`src/rtl/njp_micro_div.sv`:
```
// njp_micro_div: sequential restoring divider producing one quotient bit per clock.
// Optional macro NJP_DIV_SIGNED_EN selects two's-complement operands (adds a sign-fix state).
module njp_micro_div #(
  parameter int DVD_W = 8,
  parameter int DVS_W = 4
) (
  input  logic             clk,
  input  logic             rst_n,
  input  logic             start,
  input  logic [DVD_W-1:0] dividend,
  input  logic [DVS_W-1:0] divisor,
  output logic [DVD_W-1:0] quotient,
  output logic [DVS_W-1:0] remainder,
  output logic             busy,
  output logic             done,
  output logic             dbz,
  output logic [1:0]       dbg_state
);
  localparam int CW = $clog2(DVD_W + 1);

  typedef enum logic [1:0] {S_IDLE, S_ITER, S_FIX, S_DONE} state_t;

  // Handshake: start is a level request accepted only on an IDLE edge (no queueing);
  // busy is high from that edge until done, and done is a one-cycle pulse with results valid.
  state_t           state_q;
  logic [DVD_W-1:0] dvd_q, quotient_q;
  logic [DVS_W-1:0] dvs_q, remainder_q;
  logic [DVS_W:0]   p_q;
  logic [CW-1:0]    cnt_q;
  logic             busy_q, done_q, dbz_q;

  logic [DVS_W:0]   p_shift, p_diff, p_d;
  logic             p_ge, dvs_zero;
  logic [DVD_W-1:0] dvd_in;
  logic [DVS_W-1:0] dvs_in;
`ifdef NJP_DIV_SIGNED_EN
  logic             sdvd_q, sdvs_q;
`endif

  always_comb begin
    p_shift  = (p_q << 1) | {{DVS_W{1'b0}}, dvd_q[DVD_W-1]};
    p_ge     = p_shift >= {1'b0, dvs_q};
    p_diff   = p_shift - {1'b0, dvs_q};
    p_d      = p_ge ? p_diff : p_shift;
    dvs_zero = (dvs_q == '0);
`ifdef NJP_DIV_SIGNED_EN
    // A zero divisor keeps the raw dividend so its low bits can be returned as remainder.
    dvd_in   = (dividend[DVD_W-1] && (divisor != '0)) ? -dividend : dividend;
    dvs_in   = divisor[DVS_W-1] ? -divisor : divisor;
`else
    dvd_in   = dividend;
    dvs_in   = divisor;
`endif
  end

  always_ff @(posedge clk or negedge rst_n) begin
    if (!rst_n) begin
      state_q     <= S_IDLE;
      dvd_q       <= '0;
      dvs_q       <= '0;
      p_q         <= '0;
      cnt_q       <= '0;
      quotient_q  <= '0;
      remainder_q <= '0;
      busy_q      <= 1'b0;
      done_q      <= 1'b0;
      dbz_q       <= 1'b0;
`ifdef NJP_DIV_SIGNED_EN
      sdvd_q      <= 1'b0;
      sdvs_q      <= 1'b0;
`endif
    end else begin
      done_q <= 1'b0;
      case (state_q)
        S_IDLE: begin
          if (start) begin
            dvd_q   <= dvd_in;
            dvs_q   <= dvs_in;
            p_q     <= '0;
            cnt_q   <= '0;
            busy_q  <= 1'b1;
            state_q <= S_ITER;
`ifdef NJP_DIV_SIGNED_EN
            sdvd_q  <= dividend[DVD_W-1];
            sdvs_q  <= divisor[DVS_W-1];
`endif
          end
        end
        S_ITER: begin
          // A zero divisor skips the iterations but still spends this edge.
          if (dvs_zero) begin
            state_q <= S_DONE;
          end else begin
            p_q   <= p_d;
            dvd_q <= {dvd_q[DVD_W-2:0], p_ge};
            cnt_q <= cnt_q + CW'(1);
            if (cnt_q == CW'(DVD_W - 1)) begin
`ifdef NJP_DIV_SIGNED_EN
              state_q <= S_FIX;
`else
              state_q <= S_DONE;
`endif
            end
          end
        end
`ifdef NJP_DIV_SIGNED_EN
        S_FIX: begin
          if (sdvd_q ^ sdvs_q) dvd_q <= -dvd_q;
          if (sdvd_q) p_q <= -p_q;
          state_q <= S_DONE;
        end
`endif
        S_DONE: begin
          if (dvs_zero) begin
            quotient_q  <= '1;
            remainder_q <= dvd_q[DVS_W-1:0];
            dbz_q       <= 1'b1;
          end else begin
            quotient_q  <= dvd_q;
            remainder_q <= p_q[DVS_W-1:0];
            dbz_q       <= 1'b0;
          end
          done_q  <= 1'b1;
          busy_q  <= 1'b0;
          state_q <= S_IDLE;
        end
        default: state_q <= S_IDLE;
      endcase
    end
  end

  assign quotient  = quotient_q;
  assign remainder = remainder_q;
  assign busy      = busy_q;
  assign done      = done_q;
  assign dbz       = dbz_q;
  assign dbg_state = state_q;
endmodule
```
`config.mk`:
```
export PLATFORM = sky130hd
export DESIGN_NAME = njp_micro_div
export DESIGN_NICKNAME = d
export VERILOG_FILES = /design/src/rtl/njp_micro_div.sv
export SDC_FILE = /design/constraint.sdc
export NUM_CORES = 1
export LEC_CHECK = 0
export BUFFER_PORTS_ARGS = -buffer_cell sky130_fd_sc_hd__buf_2
export CAP_MARGIN = 20
export CORE_MARGIN = 5
export CORE_UTILIZATION = 36
export CTS_CLUSTER_DIAMETER = 60
export DETAILED_ROUTE_END_ITERATION = 8
export SLEW_MARGIN = 20
export SYNTH_ARGS = -nofsm -noshare
export SYNTH_HDL_FRONTEND = slang
export SYNTH_SLANG_ARGS = --single-unit
```
`constraint.sdc`:
```
create_clock -name clk -period 4.9 [get_ports clk]
set_input_delay 0.735 -clock clk [delete_from_list [all_inputs] [get_ports clk]]
set_output_delay 0.735 -clock clk [all_outputs]
set_load 0.02 [all_outputs]
```
==> reports/metrics.yaml <==
status:
  status: "completed"
run:
  cap_violations: 0
grt:
  grt_pass1_wl_um: 6220
  grt.overflow.total: 0
  grt_pass1_vias: 1353
  grt_use_total_pct: 12.5
  grt_use_met2_pct: 19.0
  use_met3_pct: 4.04
  grt_use_met1_pct: 16.7
  grt_max_degree: 38
  antenna_found_initial: 0
  grt_busiest_layer: "met2"
route:
  ant_nets: 0
  drtIter0Drc: 62
  wl_um: 3620
  wire_per_inst_um: 13.0
  first_pass_iters: 4
  vias_per_cell: 4.76
  drc: 0
  vias: 1328
die:
  io_pins: 32
  die_h_um: 80.5
  coreArea_um2: 4790
  std_cell_rows: 25
  initial_utilization_pct: 37.3
  dieWidth_um: 80.5
  die_area_um2: 6470
power_and_ir_drop:
  p_leak_nw: 0.990
  finalPower_w: 0.00165
  power-per-cell-area_nw_per_um2: 795
  vdd_drop_max_mv: 0.270
synth:
  synth-adder-area-share_pct: 4.62
  synth_cell_type_count: 37
  synth-xor-area-share_pct: 1.47
  synth_mux_area_share_pct: 6.23
  yosys.area_share.simple_pct: 16.2
  synth_compound_area_share_pct: 15.1
  ys_seq_area_share_pct: 51.8
  syn_inst: 180
  synth-seq-cells: 37
  syn_avg_cell_area_um2: 9.93
  synth_top_family_by_area: "simple AND/OR/NAND/NOR gates"
  ys_warn_count: 0
  syn-num-nets: 201
  synth_area_um2: 1790
cts:
  clkTransAtPathRegs_ns: 0.07
  clockRootBuffer: "clkbuf_8"
  post_cts_buffers: 0
  tritoncts: "built"
  htree_levels: 2
  clock_path_buffers: 2
  tritoncts.num_buffers: 5
  cts_repair_resize_count: 0
  holdBufCountCts: 0
  clk_latency_ns: 0.28
  clock-sinks: 37
setup_path:
  path_delay_family: "compound AO/OA/AOI/OAI gates"
  cp_slowest_cell: "a211oi_1"
  path_buf_inv: 1
  cp.arrival_ns: 2.22
  path_cells: "inv_1 > ha_1 > or2_2 > a211oi_1 > nor3_1 > o31ai_1"
  worstPathMaxFanout: 4
  crit_path_start: "dvs_q[2]"
  slowest_delay_ns: 0.47
  critPathKind: "flop to flop"
  cp.required_ns: 5.08
  start_kind: "flop"
  reg2reg_from: "dvs_q[2]"
  end_kind: "flop"
sta:
  fin_crit_sh_pct: 41.6
  max-slew-margin-rel_pct: 46.8
  rsz0062_at_grt: "no"
  tns_ns: 0
  hold_viol_final: 0
  finClkSkew_ns: 0.00398
  slew_violations: 0
  tightest_slew_ns: 0.798
  max_freq_ghz: 0.490
  setup_violations: 0
  layout_min_cycle_time_ns: 2.04
placement:
  dpl.cell_count: 272
  hpwlAfterDp_um: 2750
  gp_congestion: 0.757
  numPortBuffers: 31
hold_path:
  hp-start: "quotient[3]"
  min_path_type: "flop to flop"
cells_and_area:
  layout_commonest_cell: "dfrtp_1"
  final_cells: 279
  diodes: 0
  drive_gt1_share_pct: 21.7
  fillers: 473
  mostFrequentLayoutCells: "dfrtp_1, buf_2, nand2_1"
  nets: 233
  synthToLayoutAreaGrowth_pct: 16.3
[area by class of cell]
type	count	area (µm²)	share of cell area (%)
inverters	7	26.3	1.26
well taps	67	83.8	4.03
multi-input cells	128	786	37.8
repair buffers	33	170	8.19
flip-flops and latches	37	926	44.6
clock buffers	7	86.3	4.15
[per-stage QoR]
step                util (%)  area [µm²]  worst slack (ns)  hold WS, ns
floorplan                  -        1790              3.06        0.439
global placement        41.6        1990              2.91        0.457
detailed placement      41.6        1990              2.86        0.465
CTS                     43.4        2080              2.85        0.480
global route            43.4        2080              2.76        0.500
finish                  43.4        2080              2.86        0.473
[cells in the mapped netlist]
library cell  count  area (µm²)
a211o_1           1        8.76
a211oi_1          2        15.0
a21o_1            2        15.0
a21oi_1           5        25.0
a21oi_4           1        16.3
a221o_1           2        20.0
a31oi_1           1        6.26
and2b_2           1        8.76
and3b_1           1        8.76
buf_2             2        10.0
buf_6             3        33.8
clkbuf_1          3        11.3
dfrtp_1          37         926
fa_1              1        20.0
ha_1              5        62.6
inv_1             7        26.3
mux2_2            1        11.3
mux2i_1          10         100
nand2_1          30         113
nand2_2           1        6.26
nand2b_1          1        6.26
nand3_1           2        10.0
nand3b_1          1        7.51
nor2_1           16        60.1
nor2b_1           1        6.26
nor3_1            2        10.0
nor3b_1           1        7.51
nor4_1            4        25.0
o21a_1            1        7.51
o21ai_0          25         125
o21ai_2           1        8.76
o31ai_1           3        22.5
or2_2             1        6.26
or3_1             1        6.26
or4_1             1        7.51
xnor2_1           2        17.5
xor2_1            1        8.76
[path summary, 6_finish.rpt]
check | slack, ns | depth (start not counted) | endpoint
min in group asynchronous | 0.53 | 1 | dvd_q[5]
max in group asynchronous | 3.86 | 1 | dbg_state[0]
max | 2.86 | 6 | p_q[2]
min | 0.47 | 2 | quotient[3]
min reg2reg | 0.47 | 2 | quotient[3]
max reg2reg | 2.86 | 6 | p_q[2]
[kinds of logic after synthesis]
| logic type | Yosys count |
|---|---|
| AND/OR/NAND/NOR | 64 |
| AO/OA/AOI/OAI | 44 |
| flip-flops | 37 |
| buffers and inverters | 15 |
| multiplexers | 11 |
| adder cells (fa/ha/maj) | 6 |
| XOR/XNOR | 3 |
[report_power, final]
part           switching (W)  internal, W  leakage (nW)
sequential          0.000117     0.000458         0.458
clock              0.0000982     0.000111        0.0443
combinational       0.000513     0.000353         0.488
total               0.000728     0.000923         0.990
[sequential cells by signal, summed over array words and instances (netlist names)]
signal and cells:
remainder 4, done 1, dbg_state 2, cnt_q 4, dvs_q 4, dbz 1, dvd_q 8, quotient 8
busy 1, p_q 4
[worst reg2reg max path: cells and delay by family (launching register included)]
family | cells | cell delay [ns]
compound gates | 2 | 0.72
simple gates | 2 | 0.44
flops | 1 | 0.37
fa+ha+maj | 1 | 0.33
buf+inv | 1 | 0.07
[routing by layer]
layer / share of wire (%) / wire length, µm
met1: 48 / 1740
met2: 46 / 1660
met3: 4.6 / 168
met4: 1.4 / 49
met5: 0 / 0
No activity file was read; power rests on OpenSTA's default activity.
